--- src/rtl/seg7_scan_driver.sv ---
// seg7_scan_driver: two-digit multiplexed hex display with guard slots and frame-boundary update
module seg7_scan_driver #(
    parameter int REFRESH_DIV = 1000,
    parameter int GUARD_CYC   = 4,
    parameter int DIV_W       = 16,
    parameter bit BLANK_LZ    = 1'b1,
    parameter bit ACTIVE_LOW  = 1'b0
) (
    input  logic       clk,
    input  logic       rst_n,
    input  logic [7:0] value_i,
    input  logic       value_valid_i,
    output logic       value_ready_o,
    output logic [6:0] seg_o,
    output logic       dp_o,
    output logic [1:0] dig_en_o,
    output logic       frame_o
);
    typedef enum logic [1:0] {SHOW0, GUARD0, SHOW1, GUARD1} state_t;

    localparam logic [6:0] HEX [16] = '{
        7'h3F, 7'h06, 7'h5B, 7'h4F, 7'h66, 7'h6D, 7'h7D, 7'h07,
        7'h7F, 7'h6F, 7'h77, 7'h7C, 7'h39, 7'h5E, 7'h79, 7'h71
    };

    state_t           state;
    logic [DIV_W-1:0] div;
    logic [7:0]       disp;
    logic [7:0]       pend;
    logic             pend_full;
    logic             wrap;
    logic             show;
    logic             last;
    logic             boundary;
    logic             accept;
    logic [6:0]       seg_n;
    logic [1:0]       dig_n;
    logic             dp_n;

    assign show          = (state == SHOW0) || (state == SHOW1);
    assign last          = div == (show ? DIV_W'(REFRESH_DIV - 1) : DIV_W'(GUARD_CYC - 1));
    assign boundary      = (state == GUARD1) && last;
    assign value_ready_o = !pend_full || boundary;
    assign accept        = value_valid_i && value_ready_o;

    // Next output values derived from the current slot; high digit may be blanked
    always_comb begin
        dig_n = (state == SHOW0) ? 2'b01 : (state == SHOW1) ? 2'b10 : 2'b00;
        seg_n = (state == SHOW0) ? HEX[disp[3:0]] :
                ((state == SHOW1) && !(BLANK_LZ && disp[7:4] == 4'h0)) ? HEX[disp[7:4]] : 7'h00;
        dp_n  = (state == SHOW0) && wrap;
    end

    // Slot sequencer, pending buffer, frame-boundary display update and output register
    always_ff @(posedge clk) begin
        if (!rst_n) begin
            state     <= SHOW0;
            div       <= '0;
            disp      <= '0;
            pend      <= '0;
            pend_full <= 1'b0;
            wrap      <= 1'b0;
            seg_o     <= {7{ACTIVE_LOW}};
            dp_o      <= ACTIVE_LOW;
            dig_en_o  <= {2{ACTIVE_LOW}};
            frame_o   <= 1'b0;
        end else begin
            div   <= last ? '0 : div + 1'b1;
            state <= !last ? state :
                     (state == SHOW0)  ? GUARD0 :
                     (state == GUARD0) ? SHOW1  :
                     (state == SHOW1)  ? GUARD1 : SHOW0;
            if (boundary && pend_full) begin
                disp <= pend;
                wrap <= pend < disp;
            end else if (boundary) begin
                wrap <= 1'b0;
            end
            if (accept) begin
                pend      <= value_i;
                pend_full <= 1'b1;
            end else if (boundary) begin
                pend_full <= 1'b0;
            end
            seg_o    <= {7{ACTIVE_LOW}} ^ seg_n;
            dp_o     <= ACTIVE_LOW ^ dp_n;
            dig_en_o <= {2{ACTIVE_LOW}} ^ dig_n;
            frame_o  <= boundary;
        end
    end
endmodule
--- config.mk ---
export PLATFORM = sky130hd
export DESIGN_NAME = seg7_scan_driver
export DESIGN_NICKNAME = d
export VERILOG_FILES = /design/src/rtl/seg7_scan_driver.sv
export SDC_FILE = /design/constraint.sdc
export NUM_CORES = 1
export LEC_CHECK = 0
export BUFFER_PORTS_ARGS = -buffer_cell sky130_fd_sc_hd__buf_4
export CAP_MARGIN = 20
export CORE_AREA = 8 8 96 98
export DETAILED_ROUTE_END_ITERATION = 6
export DIE_AREA = 0 0 104 106
export GPL_TIMING_DRIVEN = 0
export PLACE_DENSITY_LB_ADDON = 0.2
export SYNTH_ARGS = -nofsm -noshare
export SYNTH_HDL_FRONTEND = slang
export SYNTH_SLANG_ARGS = --single-unit
export TNS_END_PERCENT = 30
--- constraint.sdc ---
create_clock -name clk -period 1.79 [get_ports clk]
set_input_delay 0.0895 -clock clk [delete_from_list [all_inputs] [get_ports clk]]
set_output_delay 0.0895 -clock clk [all_outputs]
set_load 0.02 [all_outputs]
==> results of run 1 <==
==> Yosys cell counts (2+ instances only) <==
library cell / count / area share, %
mux4_2: 2 / 1.8
xor2_1: 12 / 4.1
nand3_1: 7 / 1.4
and4_4: 2 / 0.89
dfxtp_1: 47 / 37
buf_6: 7 / 3.1
a21oi_1: 4 / 0.79
o22ai_1: 4 / 0.98
inv_1: 17 / 2.5
and4_2: 2 / 0.79
o32ai_1: 3 / 1.0
clkbuf_1: 2 / 0.30
xnor2_1: 2 / 0.69
mux2i_1: 21 / 8.3
o21ai_0: 9 / 1.8
nand4_1: 3 / 0.74
nand2_1: 36 / 5.3
nor2_1: 26 / 3.8
nor2b_1: 2 / 0.49
and3_1: 4 / 0.98
nand2b_1: 4 / 0.98
ha_1: 23 / 11
o31ai_1: 3 / 0.89
==> metrics by stage <==
stage                     instances  util (%)  setup TNS, ns
after floorplan                 270         -              0
after global placement          396      36.1        -0.0770
after detailed placement        396      36.1         -0.101
after CTS                       404      37.5              0
after global routing            405      38.0        -0.0696
final                           405      38.0              0
==> per-layer routing <==
metal	up-vias	share of wire [%]	routed length (um)
met5	-	0	0
met3	10	4.6	236
met2	28	48	2490
met1	841	45	2350
met4	0	1.9	100
li1	994	-	-
==> power by group <==
group	total (mW)	switching, mW	internal, mW
Combinational	0.162	0.0817	0.0807
Clock	0.650	0.378	0.272
Sequential	1.09	0.0178	1.07
Total	1.90	0.477	1.42
==> timing repair <==
action                                  CTS  global route
pin swaps                                 0             4
endpoints found under the setup margin   13            28
gates resized for setup                   5             9
buffers inserted                          0             1
==> cell usage in the layout (no fill, tap or decap), types with 4 or more instances in the layout <==
cell type	n
o21ai_0	9
buf_6	7
mux2i_1	21
ha_1	23
a21oi_1	4
buf_4	23
nand2b_1	4
nor2_1	26
nand2_1	36
inv_1	17
o22ai_1	4
nand3_1	7
clkbuf_8	5
dfxtp_1	42
xor2_1	12
==> final cells by class <==
cell class | count | area share, %
Tap cell | 105 | 4.40
Sequential cell | 47 | 31.9
Timing Repair Buffer | 22 | 5.54
Inverter | 18 | 2.27
Multi-Input combinational cell | 192 | 48.6
Buffer | 13 | 4.28
Clock inverter | 3 | 0.671
Clock buffer | 5 | 2.31
==> registers in the layout (all words and copies together) (netlist names) <==
register   cells
wrap           1
pend_full      1
seg_o          7
dp_o           1
div           16
dig_en_o       2
state          2
disp           8
frame_o        1
pend           8
==> tightest hold or removal path, stage by stage <==
cell	delay, ns
buf_4	0.08
a21oi_1	0.03
nor2b_1	0.08
==> worst paths after layout <==
kind / from / endpoint / cells past startpoint
max: div[10]$_SDFF_PP0_ / value_ready_o / 5
min: value_valid_i / pend_full$_SDFFE_PN0P_ / 3
max reg2reg: div[10]$_SDFF_PP0_ / disp[2]$_SDFFE_PN0P_ / 6
min reg2reg: wrap$_SDFFE_PN0P_ / wrap$_SDFFE_PN0P_ / 2
==> logic make-up after synthesis <==
family	after synthesis	share of synthesized area [%]
xor+xnor	14	4.83
fa+ha+maj	23	11.3
flops	47	37.0
compound gates	40	11.7
mux	23	10.0
buf+inv	31	7.68
simple gates	92	17.4
==> impl_metrics.tcl, run 1 <==
set metrics [dict create \
    die_y_um 106 \
    core-area_um2 7850 \
    use_met1_pct 11.1 \
    worstPathArrival_ns 1.62 \
    min_period_ns 1.71 \
    slew_headroom_pct 76.6 \
    cts_max_path_buffers 2 \
    critPathLaunchType "flip-flop" \
    drcViolationCount 0 \
    drv_cap 0 \
    synth_cell_types 51 \
    cts.clk_slew.worst_paths_ns 0.09 \
    syn_nets 304 \
    worstSetupPathType "flip-flop to primary output" \
    gp_congestion 0.767 \
    synth_ff_type "dfxtp_1" \
    finalPower_mw 1.90 \
    crit_path_max_incr_delay_ns 0.38 \
    pre_cts_ws_ns -0.0661 \
    die-area_um2 11000 \
    placed_area_um2 2830 \
    start_util_pct 32.4 \
    hold_viol 0 \
    async_flop_share_pct 0 \
    worstMarginPinSlew_ns 0.348 \
    synth_cells 270 \
    io_buffers 21 \
    status "complete, no violations" \
    drt_first_pass_iters 4 \
    syn-cell-area_um2 2540 \
    path_buf_inv 1 \
    cts_sinks 47 \
    numCtsBuffers 5 \
    grt_overflow 0 \
    cts-root-buf "clkbuf_8" \
    num_io_pins 23 \
    regArea_um2 952 \
    reg2reg_slack_ns 0.08 \
    crit_slowest_cell "dfxtp_4" \
    multi_input_area_um2 1450 \
    layout-drive-gt1-share_pct 20.0 \
    htreeDepth 2 \
    slew_violations 0 \
    grtUsageMet3_pct 2.90 \
    hold_path_class "input port to flip-flop" \
    wire_per_inst_um 12.8 \
    critPathTopFamily "simple AND/OR/NAND/NOR gates" \
    hold_slack_ns 0.0222 \
    antenna_found_initial 0 \
    first_iter_violations 29 \
    setup_viol 0 \
    final_nets 333 \
    placementRows 33 \
    grt_pass1_vias 1957 \
    path_max_fanout 5 \
    fill_cells 811 \
    p_leak_nw 1.20 \
    yosys_warnings 0 \
    cp.required_ns 1.70 \
    routed_via_density 4.62 \
    max_freq_ghz 0.584 \
    totalWireLength_mm 5.17 \
    ir_drop_mv 0.385 \
    critPathCaptureType "primary output" \
    p_per_area_nw_per_um2 637 \
    syn_avg_cell_area_um2 9.41 \
    fin_crit_sh_pct 95.6 \
    ys_seq_area_share_pct 37.0 \
    die_w_um 104 \
    grt-busiest-layer "met2" \
    insertion_delay_ns 0.31 \
    timing.final.ws_setup_ns 0.0788 \
    antenna_cells 0 \
    num_vias 1873 \
    postLayoutCellArea_um2 2980 \
    synth_edf_count 0 \
    track_usage_pct 9.80 \
    crit_chain "nor4_4 -> and4_4 -> o211ai_4 -> nand2_1 -> buf_4" \
    hold_buffers 0 \
    area_growth_pct 17.4 \
    grt_pass1_wl_mm 8.93 \
    hpwl_mm 3.90 \
    grt_max_degree 16 \
    skew_ns 0.00919 \
    ys_ff_latch 47 \
    cts_tree "done" \
    met2_usage_pct 16.8 \
    ant_nets 0 \
]
Power figures use the tool's default switching activity.
==> run 2, diff against run 1 <==
--- a/config.mk
+++ b/config.mk
@@ -11,6 +11,7 @@
 export DETAILED_ROUTE_END_ITERATION = 6
 export DIE_AREA = 0 0 104 106
 export GPL_TIMING_DRIVEN = 0
+export HOLD_SLACK_MARGIN = 0.05
 export PLACE_DENSITY_LB_ADDON = 0.2
 export SYNTH_ARGS = -nofsm -noshare
 export SYNTH_HDL_FRONTEND = slang
==> constraint.sdc (replaced) <==
create_clock -name clk -period 1.79 [get_ports clk]
set_input_delay 0.179 -clock clk [delete_from_list [all_inputs] [get_ports clk]]
set_output_delay 0.179 -clock clk [all_outputs]
set_load 0.02 [all_outputs]
==> run 2 against run 1 <==
Sequential share of layout area down 0.075 points. Register-to-register slack worse by 0.06 ns. Sequential cell count unchanged.
==> impl_metrics.tcl, run 2 (synthesis gave the netlist of run 1 again) <==
set metrics [dict create \
    status "complete, no violations" \
    hold_viol 0 \
    worstSetupPathType "flip-flop to primary output" \
    gp_congestion 0.767 \
    fill_cells 808 \
    wire_per_inst_um 12.9 \
    p_per_area_nw_per_um2 634 \
    grt_max_degree 16 \
    io_buffers 21 \
    hold_buffers 0 \
    max_freq_ghz 0.560 \
    cts-root-buf "clkbuf_8" \
    start_util_pct 32.4 \
    final_nets 334 \
    core-area_um2 7850 \
    setup_viol 0 \
    reg_top3 "div: 16 flops, disp: 8 flops, pend: 8 flops" \
    ant_nets 0 \
    drt_first_pass_iters 4 \
    cts_max_path_buffers 2 \
    layout-drive-gt1-share_pct 21.3 \
    area_growth_pct 18.1 \
    skew_ns 0.00833 \
    intPower_mw 1.42 \
    fin_crit_sh_pct 99.7 \
    timing.final.ws_setup_ns 0.00582 \
    die_w_um 104 \
    tns_ns 0 \
    switching_power_mw 0.480 \
    first_iter_violations 43 \
    htreeDepth 2 \
    die-area_um2 11000 \
    hold_slack_ns 0.109 \
    grt_pass1_wl_mm 9.05 \
    pwr-share-clk_pct 34.3 \
    routed_via_density 4.64 \
    die_y_um 106 \
    crit_chain "nor4_4 -> and4_4 -> o211ai_4 -> nand2_1 -> buf_6" \
    rsz0062_at_grt "true" \
    track_usage_pct 9.94 \
    min_period_ns 1.78 \
    fin_util_pct 38.3 \
    ir_drop_mv 0.392 \
    hold_path_class "input port to flip-flop" \
    p_comb_share_pct 8.6 \
    hpwl_mm 3.90 \
    crit_path_max_incr_delay_ns 0.37 \
    critPathLaunchType "flip-flop" \
    worstPathArrival_ns 1.61 \
    pre_cts_ws_ns -0.0661 \
    num_io_pins 23 \
    cts_sinks 47 \
    grt_overflow 0 \
    regMostFlops "div" \
    totalWireLength_mm 5.23 \
    placementRows 33 \
    path_max_fanout 4 \
    drcViolationCount 0 \
    insertion_delay_ns 0.31 \
    numCtsBuffers 5 \
    switching_share_pct 25.2 \
    antenna_found_initial 0 \
    critPathCaptureType "primary output" \
    finalPower_mw 1.90 \
    crit_slowest_cell "dfxtp_4" \
    layout_common_cells "39 x dfxtp_1, 36 x nand2_1, 26 x nor2_1, 23 x ha_1, 22 x buf_4" \
    slew_violations 0 \
    largest_reg_flops 16 \
    p_leak_nw 1.21 \
    grt_pass1_vias 1983 \
    worstMarginPinSlew_ns 0.351 \
    antenna_cells 0 \
    slew_headroom_pct 76.4 \
    cp.required_ns 1.61 \
    cts_tree "done" \
    cts.clk_slew.worst_paths_ns 0.09 \
    power_frac_seq_pct 57.1 \
    final_common_cell "dfxtp_1" \
    num_vias 1882 \
    drv_cap 0 \
]
run 2: through the flow:
stage          area, um2  cells
2_1_floorplan       2540    270
3_3_place_gp        2830    396
3_5_place_dp        2830    396
4_1_cts             2990    406
5_1_grt             3000    406
6_report            3000    406
run 2: worst paths after layout:
path / start / endpoint / slack, ns / cells after the start
setup / recovery: div[15]$_SDFF_PP0_ / value_ready_o / 0.006 / 5
hold / removal: value_valid_i / pend_full$_SDFFE_PN0P_ / 0.11 / 3
setup reg to reg: div[15]$_SDFF_PP0_ / disp[2]$_SDFFE_PN0P_ / 0.02 / 7
hold reg to reg: wrap$_SDFFE_PN0P_ / wrap$_SDFFE_PN0P_ / 0.45 / 2
run 2: layout make-up:
cell class / instances / area [um2] / area share (%)
Multi-Input combinational cell: 192 / 1450 / 48.3
Sequential cell: 47 / 956 / 31.8
Timing Repair Buffer: 24 / 188 / 6.25
Tap cell: 105 / 131 / 4.38
Buffer: 12 / 120 / 4.00
Clock buffer: 5 / 68.8 / 2.29
Inverter: 18 / 67.6 / 2.25
Clock inverter: 3 / 20.0 / 0.667
run 2: power groups by stage:
stage / clock [mW] / combinational [mW] / sequential [mW]
after global placement: 0 / 0.160 / 1.11
after global routing: 0.725 / 0.186 / 1.09
final: 0.652 / 0.165 / 1.09
after detailed placement: 0 / 0.161 / 1.11
after CTS: 0.684 / 0.169 / 1.09
after floorplan: 0 / 0.0936 / 1.12
run 2: metal layers:
metal	track usage, %	share of wire, %	vias to the layer above
met4	4.24	1.9	0
met3	2.90	4.4	10
li1	-	-	994
met5	0	0	-
met1	11.2	45	852
met2	17.2	49	26
run 2: critical path: cells and delay by family (launching register included):
kind / cells / cell delay (ns)
simple gates: 3 / 0.70
flops: 1 / 0.37
buf+inv: 1 / 0.12
compound gates: 1 / 0.10
run 2: repair_timing:
item / in CTS / in global routing
pin swaps: 3 / 3
resized for setup: 13 / 7
gates cloned: 0 / 0
setup buffers: 2 / 1
endpoints found under the setup margin: 13 / 20
